**src/rtl/dht11_request_controller.sv**
```systemverilog
// rtl/dht11_request_controller.sv - DHT11 measurement sequencer with holdoff, timeout and checksum check
// One request at a time; results and status codes leave over a valid/ready response channel.
module dht11_request_controller #(
  parameter int unsigned MIN_INTERVAL_CYCLES = 100000000,
  parameter int unsigned TIMEOUT_CYCLES      = 5000000
) (
  input  logic        clock,
  input  logic        reset,
  input  logic        req_valid,
  output logic        req_ready,
  input  logic [1:0]  req_cmd,
  output logic        enable_sensor,
  input  logic [39:0] dados_sensor,
  input  logic        erro,
  input  logic        done,
  output logic        resp_valid,
  input  logic        resp_ready,
  output logic [15:0] resp_data,
  output logic [1:0]  resp_code
);

  localparam int unsigned MAX_CYCLES = (MIN_INTERVAL_CYCLES > TIMEOUT_CYCLES) ?
                                       MIN_INTERVAL_CYCLES : TIMEOUT_CYCLES;
  localparam int CW = $clog2(MAX_CYCLES + 1);
  localparam logic [CW-1:0] HOLD_LOAD = CW'(MIN_INTERVAL_CYCLES);
  localparam logic [CW-1:0] TO_LOAD   = CW'(TIMEOUT_CYCLES);
  localparam logic [CW-1:0] ONE       = CW'(1);

  typedef enum logic [2:0] {IDLE, HOLDOFF, START, WAIT_DONE, CHECK, RESPOND} state_t;

  state_t         state_q, state_d;
  logic           done_m, done_s, erro_m, erro_s;
  logic [1:0]     cmd_q;
  logic [39:0]    frame_q;
  logic           err_q;
  logic [CW-1:0]  hold_cnt, to_cnt;
  logic [1:0]     last_code;
  logic           req_ready_q, enable_q, resp_valid_q;
  logic [15:0]    resp_data_q;
  logic [1:0]     resp_code_q;

  logic           req_hs, status_hs, meas_fin, en_d;
  logic [1:0]     meas_code;
  logic [7:0]     sum8;
  logic [15:0]    payload;

  assign req_ready     = req_ready_q;
  assign enable_sensor = enable_q;
  assign resp_valid    = resp_valid_q;
  assign resp_data     = resp_data_q;
  assign resp_code     = resp_code_q;

  always_comb begin
    state_d   = state_q;
    req_hs    = (state_q == IDLE) && req_valid && req_ready_q;
    status_hs = 1'b0;
    meas_fin  = 1'b0;
    meas_code = 2'b00;
    sum8      = frame_q[39:32] + frame_q[31:24] + frame_q[23:16] + frame_q[15:8];
    payload   = 16'h0000;
    case (cmd_q)
      2'b00:   payload = frame_q[39:24];
      2'b01:   payload = frame_q[23:8];
      2'b10:   payload = {frame_q[39:32], frame_q[23:16]};
      default: payload = 16'h0000;
    endcase
    case (state_q)
      IDLE: begin
        if (req_hs) begin
          status_hs = (req_cmd == 2'b11);
          state_d   = status_hs ? RESPOND : HOLDOFF;
        end
      end
      HOLDOFF: if (hold_cnt == '0) state_d = START;
      START:   state_d = WAIT_DONE;
      WAIT_DONE: begin
        // done has priority over a timeout expiring on the same cycle
        if (done_s) begin
          state_d = CHECK;
        end else if (to_cnt <= ONE) begin
          state_d   = RESPOND;
          meas_fin  = 1'b1;
          meas_code = 2'b11;
        end
      end
      CHECK: begin
        state_d  = RESPOND;
        meas_fin = 1'b1;
        if (err_q)                     meas_code = 2'b01;
        else if (frame_q[7:0] != sum8) meas_code = 2'b10;
        else                           meas_code = 2'b00;
      end
      RESPOND: if (resp_ready) state_d = IDLE;
      default: state_d = IDLE;
    endcase
    en_d = (state_d == START) || (state_d == WAIT_DONE) || (state_d == CHECK);
  end

  always_ff @(posedge clock) begin
    if (reset) begin
      state_q      <= IDLE;
      done_m       <= 1'b0;
      done_s       <= 1'b0;
      erro_m       <= 1'b0;
      erro_s       <= 1'b0;
      cmd_q        <= 2'b00;
      frame_q      <= '0;
      err_q        <= 1'b0;
      hold_cnt     <= HOLD_LOAD;
      to_cnt       <= '0;
      last_code    <= 2'b00;
      req_ready_q  <= 1'b0;
      enable_q     <= 1'b0;
      resp_valid_q <= 1'b0;
      resp_data_q  <= 16'h0000;
      resp_code_q  <= 2'b00;
    end else begin
      state_q     <= state_d;
      done_m      <= done;
      done_s      <= done_m;
      erro_m      <= erro;
      erro_s      <= erro_m;
      req_ready_q <= (state_d == IDLE);
      enable_q    <= en_d;

      if (enable_q && !en_d)              hold_cnt <= HOLD_LOAD;
      else if (!enable_q && hold_cnt != '0) hold_cnt <= hold_cnt - ONE;

      if (state_q == START)                        to_cnt <= TO_LOAD;
      else if (state_q == WAIT_DONE && to_cnt != '0) to_cnt <= to_cnt - ONE;

      // the frame is only trustworthy while done is seen high
      if (state_q == WAIT_DONE && done_s) begin
        frame_q <= dados_sensor;
        err_q   <= erro_s;
      end

      if (req_hs) cmd_q <= req_cmd;

      if (status_hs) begin
        resp_valid_q <= 1'b1;
        resp_data_q  <= {14'b0, last_code};
        resp_code_q  <= 2'b00;
      end else if (meas_fin) begin
        resp_valid_q <= 1'b1;
        resp_data_q  <= (meas_code == 2'b00) ? payload : 16'h0000;
        resp_code_q  <= meas_code;
        last_code    <= meas_code;
      end else if (state_q == RESPOND && resp_ready) begin
        resp_valid_q <= 1'b0;
      end
    end
  end

endmodule
```
**config.mk**
```make
export PLATFORM = sky130hd
export DESIGN_NAME = dht11_request_controller
export DESIGN_NICKNAME = d
export VERILOG_FILES = /design/src/rtl/dht11_request_controller.sv
export SDC_FILE = /design/constraint.sdc
export NUM_CORES = 1
export LEC_CHECK = 0
export CAP_MARGIN = 20
export CORE_MARGIN = 2
export CORE_UTILIZATION = 23
export DETAILED_ROUTE_END_ITERATION = 16
export PLACE_DENSITY = 0.5
export SKIP_LAST_GASP = 1
export SLEW_MARGIN = 25
export SYNTH_ARGS = -nofsm -noshare
export SYNTH_HDL_FRONTEND = slang
export SYNTH_SLANG_ARGS = --single-unit
```
**constraint.sdc**
```tcl
create_clock -name clock -period 3.5 [get_ports clock]
set_input_delay 0.7 -clock clock [delete_from_list [all_inputs] [get_ports clock]]
set_output_delay 0.7 -clock clock [all_outputs]
set_load 0.03 [all_outputs]
```
==> metrics.md, run 1 <==
| Metric | Value |
|---|---|
| Result of the run | `complete, no violations` |
| Arrival time worst endpoint | `3.74 ns` |
| Clock Tree Buf Depth | `2` |
| Sequential share of the synthesized area | `41.0%` |
| Wire length of the first global-routing pass | `26200 um` |
| Number of vias in the routed layout | `5239` |
| Core footprint | `0.0267 sq mm` |
| Unrepaired setup endpoints after global routing | `true` |
| Root buffer cell | `clkbuf_16` |
| Number of global-route vias before repair | `4903` |
| Count of routing violations after the opening detailed-route iteration | `303` |
| Highest-count cells in the layout ignoring fill and taps | `dfxtp_1 (125), nand2_1 (123), nor2_1 (67), clkdlybuf4s50_1 (67), a21oi_1 (62)` |
| DIE HEIGHT | `168 um` |
| Max IR drop VDD | `0.222 mV` |
| Max Fclk | `297 MHz` |
| Number of inserted filler cells in the final layout | `2848` |
| Routed len/inst | `14.3 um` |
| Commonest register cell after synthesis | `dfxtp_1` |
| Path type of the worst min-delay path | `register to register` |
| CTS tree | `done` |
| Critical path endpoint category | `register` |
| Crit path cell chain | `fa_1 > inv_1 > fa_1 > inv_1 > ha_2 > fa_2 > xor2_1 > nor4_2 > nand2_1 > nor4_4 > buf_4 > buf_12 > a32o_1` |
| First-pass detailed-route iteration total | `5` |
| Starting Density | `23.2%` |
| Layout overhead on the synthesized area | `28.7%` |
| Area of the die | `0.0283 sq mm` |
| Post-synth EDFFs | `0` |
| Clock transition time at the flip-flop clock pins of the worst setup and hold paths | `0.06 ns` |
| Number of antenna violations at the first check in global routing | `0` |
| Worst clock skew | `0.0118 ns` |
| Overall die width | `168 um` |
| Number of buffer and inverter instances along the worst setup path | `4` |
| Top-level port count | `69` |
| CTS Hold Buffers Added | `0` |
| Clock tree sinks | `127` |
| Cts bufs inserted | `17` |
| Input/output buffers | `68` |
| Family with the most delay on the worst path | `adder cells` |
| Required @ worst endpoint | `3.86 ns` |
| Share of synthesized registers carrying an async set or reset | `0%` |
| Fraction of final layout cells sized beyond drive strength 1 | `8.90%` |
| Detailed placer's ending HPWL | `11700 um` |
| Count of cell types in the netlist | `62` |
| Power per cell area | `465 mW/mm^2` |
| CP Max Fanout | `9` |
| GR Util All Layers | `11.9%` |
| Static Leak | `0.00283 uW` |
| Slew @ Worst Pin | `0.828 ns` |
| Classification of the worst setup path | `register to register` |
| Number of standard cells after synthesis | `731` |
| Final setup vio count | `0` |
| Weighted congestion at the end of routability-driven global placement | `0.782` |
| Slowest cell on crit path | `fa_1` |
| Synthesized area | `0.00621 sq mm` |
| Post-route ant nets | `0` |
| Via density per instance | `4.56` |
| Total wire length after detailed routing | `16500 um` |
| Max Cap Viol | `0` |
| Net count of the finished layout | `869` |
| Pin count of the biggest net entering global routing | `49` |
| Kind of launch point of the worst setup path | `register` |
| Number of rows in the core area | `60` |
| Mean post-synth cell area | `8.49 sq um` |
| Number of antenna repair diodes | `0` |
| Slowest Stage Delay on Critical Path | `0.53 ns` |
| Placement Cell Area | `0.00728 sq mm` |
| Period Utilization, post-route | `96.4%` |
| TNS Setup | `0 ns` |
| Later-pin clock latency in the skew report | `0.42 ns` |
| FF+latch area | `0.00254 sq mm` |
| Synth Warn # | `0` |
| Fin. max-slew vios | `0` |
| Post-route cell area | `0.00799 sq mm` |
| Slew Limit Headroom | `44.7%` |
| Most frequent standard cell in the layout excluding fill and tap cells | `dfxtp_1` |
| Hold Violations, Final | `0` |
| Drt drc | `0` |
| Remaining global-route overflow | `0` |
| Flip-flop and latch count after synthesis | `127` |
| # H-tree levels | `4` |
| Final critical delay including setup and external delays | `3.37 ns` |
| Number of nets in the synthesized netlist | `803` |
| Combined area of the multi-input logic cells | `0.00344 sq mm` |
| Overall power | `3710 uW` |
[tightest hold or removal path, cell delays in order, from the launching register on]
cell,delay (ns)
dfxtp_1,0.31
inv_1,0.05
a211oi_1,0.04
[path summary, 6_finish.rpt]
check,startpoint,endpoint,slack [ns],cells past startpoint
min,to_cnt[26],to_cnt[26],0.45,2
max,frame_q[9],resp_data[7],0.13,13
max reg2reg,frame_q[9],resp_data[7],0.13,13
min reg2reg,to_cnt[26],to_cnt[26],0.45,2
[kinds of logic after synthesis]
logic type / synth area share, %
multiplexers: 1.61
buffers and inverters: 4.23
XOR/XNOR: 8.75
flip-flops: 41.0
AND/OR/NAND/NOR: 24.4
AO/OA/AOI/OAI: 13.5
adder cells (fa/ha/maj): 6.53
[synth_stat cells, drive strengths merged, types with 3 or more instances]
cell type / n / area (sq um)
a211oi: 3 / 27.5
a21o: 3 / 22.5
a21oi: 62 / 310
a31oi: 4 / 25.0
a32o: 14 / 140
and2: 5 / 33.8
buf: 6 / 41.3
clkbuf: 33 / 124
dfxtp: 127 / 2540
fa: 14 / 280
ha: 10 / 125
inv: 26 / 97.6
mux2i: 10 / 100
nand2: 123 / 462
nand2b: 5 / 31.3
nand3: 13 / 65.1
nand3b: 11 / 82.6
nand4: 8 / 50.1
nor2: 68 / 258
nor2b: 8 / 50.1
nor3: 25 / 136
nor4: 19 / 131
o21ai: 19 / 95.1
o22ai: 7 / 43.8
or3: 7 / 43.8
or4: 4 / 41.3
xnor2: 38 / 333
xor2: 24 / 210
[cell type report]
type / count / share of cell area [%]
timing repair buffer: 86 / 10.7
tap: 341 / 5.34
multi-input combinational: 539 / 43.0
sequential: 127 / 31.9
clock buffer: 19 / 5.54
clock inverter: 12 / 2.33
inverter: 26 / 1.22
[report_power, final]
group | total [uW] | internal [uW] | switching (uW)
Sequential | 1540 | 1490 | 53.3
Clock | 1900 | 1210 | 692
Combinational | 266 | 139 | 127
[timing repair]
item,CTS,global route
pin swaps,4,0
setup buffers,1,1
cloned,2,0
resized for setup,2,2
endpoints found under the setup margin,18,18
endpoints found under the hold margin,0,0
[per-layer routing]
metal	part of all wire, %	GRT usage (%)	up-vias	wire length [um]
li1	-	-	2649	-
met1	48	15.2	2484	7860
met5	0	0	-	0
met4	1.5	4.35	0	241
met3	3.8	2.91	16	625
met2	47	19.4	90	7730
[per-stage QoR]
stage	util (%)	setup slack, ns	std cells	hold WS (ns)
2_1_floorplan	-	0.0179	731	0.414
3_3_place_gp	27.2	0.0179	1115	0.420
3_5_place_dp	27.2	-0.0179	1115	0.437
4_1_cts	29.8	0.0217	1149	0.447
5_1_grt	29.9	-0.0456	1150	0.464
6_report	29.9	0.127	1150	0.447
[state kept, by name, summed over array words and instances (netlist names)]
| name | cells |
|---|---|
| state_q | 3 |
| resp_data | 16 |
| err_q | 1 |
| req_ready | 1 |
| hold_cnt | 27 |
| resp_valid | 1 |
| done_s | 1 |
| last_code | 2 |
| frame_q | 40 |
| erro_s | 1 |
| resp_code | 2 |
| to_cnt | 27 |
| done_m | 1 |
| enable_sensor | 1 |
| erro_m | 1 |
| cmd_q | 2 |
No activity file was read; power rests on OpenSTA's default activity.
==> inputs of run 2 (changes only) <==
--- a/config.mk
+++ b/config.mk
@@ -8,7 +8,8 @@
 export CAP_MARGIN = 20
 export CORE_MARGIN = 2
-export CORE_UTILIZATION = 23
+export CORE_UTILIZATION = 51
 export DETAILED_ROUTE_END_ITERATION = 16
-export PLACE_DENSITY = 0.5
+export HOLD_SLACK_MARGIN = 0.08
+export PLACE_DENSITY = 0.85
 export SKIP_LAST_GASP = 1
 export SLEW_MARGIN = 25
==> constraint.sdc (replaced) <==
create_clock -name clock -period 3.5 [get_ports clock]
set_input_delay 0.7 -clock clock [delete_from_list [all_inputs] [get_ports clock]]
set_output_delay 0.7 -clock clock [all_outputs]
set_load 0.005 [all_outputs]
==> run 2 against run 1 <==
  * Utilization up 34 points
  * Flip-flop and latch count unchanged
  * Design area down 4.3%
  * Critical path type unchanged
  * Clock skew down 0.0041 ns
  * Non-clock buffer count down 4
  * Clock-buffer cell count up 3
  * Die area down 54%
  * Clock power down 15%
  * Sequential share of layout area up 1.5 points
==> metrics.md, run 2 (synthesis results as in run 1) <==
| Metric | Value |
|---|---|
| Clock Tree Buf Depth | `2 (unchanged)` |
| Cts bufs inserted | `17 (unchanged)` |
| Result of the run | `complete, no violations` |
| Final setup vio count | `0 (unchanged)` |
| Number of non-filler instances in the completed layout | `953 (-17%)` |
| Area of the die | `0.0131 sq mm (-54%)` |
| Remaining global-route overflow | `0 (unchanged)` |
| Final critical delay including setup and external delays | `3.44 ns (+0.0657 ns)` |
| Fraction of final layout cells sized beyond drive strength 1 | `8.19% (-0.71 points)` |
| Clock transition time at the flip-flop clock pins of the worst setup and hold paths | `0.06 ns (about the same)` |
| First-pass detailed-route iteration total | `5 (unchanged)` |
| Biggest register | `frame_q` |
| Input/output buffers | `68 (unchanged)` |
| Required @ worst endpoint | `3.86 ns (about the same)` |
| Number of global-route vias before repair | `5025 (+2.5%)` |
| Worst clock skew | `0.00775 ns (-0.00408 ns)` |
| Root buffer cell | `clkbuf_16` |
| Slew @ Worst Pin | `0.842 ns (+0.0136 ns)` |
| Fin. max-slew vios | `0 (unchanged)` |
| Slew Limit Headroom | `43.4% (-1.3 points)` |
| Most frequent standard cell in the layout excluding fill and tap cells | `dfxtp_1` |
| Top-level port count | `69 (unchanged)` |
| Pin count of the biggest net entering global routing | `48 (-2.0%)` |
| Detailed placer's ending HPWL | `9660 um (-17%)` |
| CP Max Fanout | `5 (-4)` |
| PnR worst setup slack | `0.0617 ns (-0.0657 ns)` |
| Starting Density | `51.9% (+29 points)` |
| Number of rows in the core area | `40 (-33%)` |
| Hold slack final | `0.438 ns (-0.00907 ns)` |
| CTS tree | `done` |
| GR Util All Layers | `22.8% (+11 points)` |
| Kind of launch point of the worst setup path | `register` |
| Placed insts | `917 (-18%)` |
| Post-route cell area | `0.00764 sq mm (-4.3%)` |
| DIE HEIGHT | `114 um (-32%)` |
| Worst slack at placement | `0.0417 ns (+0.0596 ns)` |
| Count of routing violations after the opening detailed-route iteration | `490 (+62%)` |
| Wire length of the first global-routing pass | `23500 um (-10%)` |
| Util after Layout | `63.9% (+34 points)` |
| Power per cell area | `447 mW/mm^2 (-3.8%)` |
| Path type of the worst min-delay path | `register to register` |
| # H-tree levels | `4 (unchanged)` |
| Core footprint | `0.0120 sq mm (-55%)` |
| Number of antenna repair diodes | `0 (unchanged)` |
| Weighted congestion at the end of routability-driven global placement | `0.868 (+11%)` |
| Layout overhead on the synthesized area | `23.2%` |
| Hold Violations, Final | `0 (unchanged)` |
| Routed len/inst | `15.2 um (+6.0%)` |
| Number of inserted filler cells in the final layout | `947 (-67%)` |
| Placement Cell Area | `0.00700 sq mm (-3.8%)` |
| Number of vias in the routed layout | `5347 (+2.1%)` |
| Top flop regs | `frame_q x40, hold_cnt x27, to_cnt x27` |
| Overall die width | `114 um (-32%)` |
| Drt drc | `0 (unchanged)` |
| Total wire length after detailed routing | `14500 um (-12%)` |
| Static Leak | `0.00277 uW (-2.3%)` |
| Period Utilization, post-route | `98.2% (+1.9 points)` |
| Max IR drop VDD | `0.326 mV (+47%)` |
| Flip-flop count of the largest register, all copies and words added | `40 (unchanged)` |
| Max Cap Viol | `0 (unchanged)` |
| Net count of the finished layout | `865 (-0.46%)` |
| Highest-count cells in the layout ignoring fill and taps | `dfxtp_1 (124), nand2_1 (123), nor2_1 (67), clkdlybuf4s50_1 (67), a21oi_1 (62)` |
| Post-route ant nets | `0 (unchanged)` |
| Clock tree sinks | `127 (unchanged)` |
| Arrival time worst endpoint | `3.80 ns (+0.06 ns)` |
| Classification of the worst setup path | `register to register` |
| Max Fclk | `291 MHz (-1.9%)` |
| CTS Hold Buffers Added | `0 (unchanged)` |
| Critical path endpoint category | `register` |
| Later-pin clock latency in the skew report | `0.42 ns (about the same)` |
| Via density per instance | `5.61 (+23%)` |
| Number of antenna violations at the first check in global routing | `0 (unchanged)` |
run 2: cell count changes in the layout (fill, tap and decap cells not counted), sizes merged:
cell / previous run / this run
bufbuf: 1 / 0
bufinv: 4 / 1
buf: 18 / 13
clkinvlp: 3 / 4
clkbuf: 19 / 24
run 2: where the power goes:
group,leakage (uW),internal (uW),switching [uW]
Sequential,0.00103,1490,56.3
Combinational,0.00148,135,119
Clock,0.000256,989,629
run 2: worst paths after layout:
check	startpoint	end	slack (ns)	cells after the start
worst max-delay path	frame_q[17]	resp_data[11]	0.06	14
worst min register to register	to_cnt[26]	to_cnt[26]	0.44	2
worst min-delay path	to_cnt[26]	to_cnt[26]	0.44	2
worst max register to register	frame_q[17]	resp_data[11]	0.06	14
run 2: per-stage QoR:
step	total power (uW)	TNS (ns)
finish	3420	0
global route	3530	-0.0363
CTS	3440	0
detailed placement	1820	0
global placement	1820	0
floorplan	1720	0
run 2: critical path: stages (launching register included):
cell and delay [ns]:
dfxtp_2 0.33, fa_1 0.54, inv_1 0.05, fa_1 0.48, inv_1 0.06, ha_4 0.16, fa_2 0.38, xnor2_2 0.15
xnor2_1 0.13, nor4_1 0.28, nand2_1 0.14, nor4_4 0.16, buf_6 0.18, clkbuf_16 0.15, a32o_1 0.17
run 2: layout make-up:
type / instances / area, sq um / area share (%)
well taps: 147 / 184 / 2.41
multi-input cells: 539 / 3440 / 45.0
inverters: 26 / 97.6 / 1.28
flip-flops and latches: 127 / 2550 / 33.3
repair buffers: 82 / 836 / 10.9
clock inverters: 10 / 88.8 / 1.16
clock buffers: 22 / 454 / 5.94
run 2: repair_timing:
item                                    in CTS  in global routing
endpoints found under the setup margin       0                 18
gates resized for setup                      0                  7
buffers inserted                             0                  1
run 2: layer usage:
layer	GRT usage, %	vias up	wire [um]	share of wire, %
met3	5.24	34	751	5.2
met5	0	-	0	0
met2	37.3	154	6820	47
li1	-	2640	-	-
met1	28.8	2519	6470	45
met4	10.2	0	417	2.9
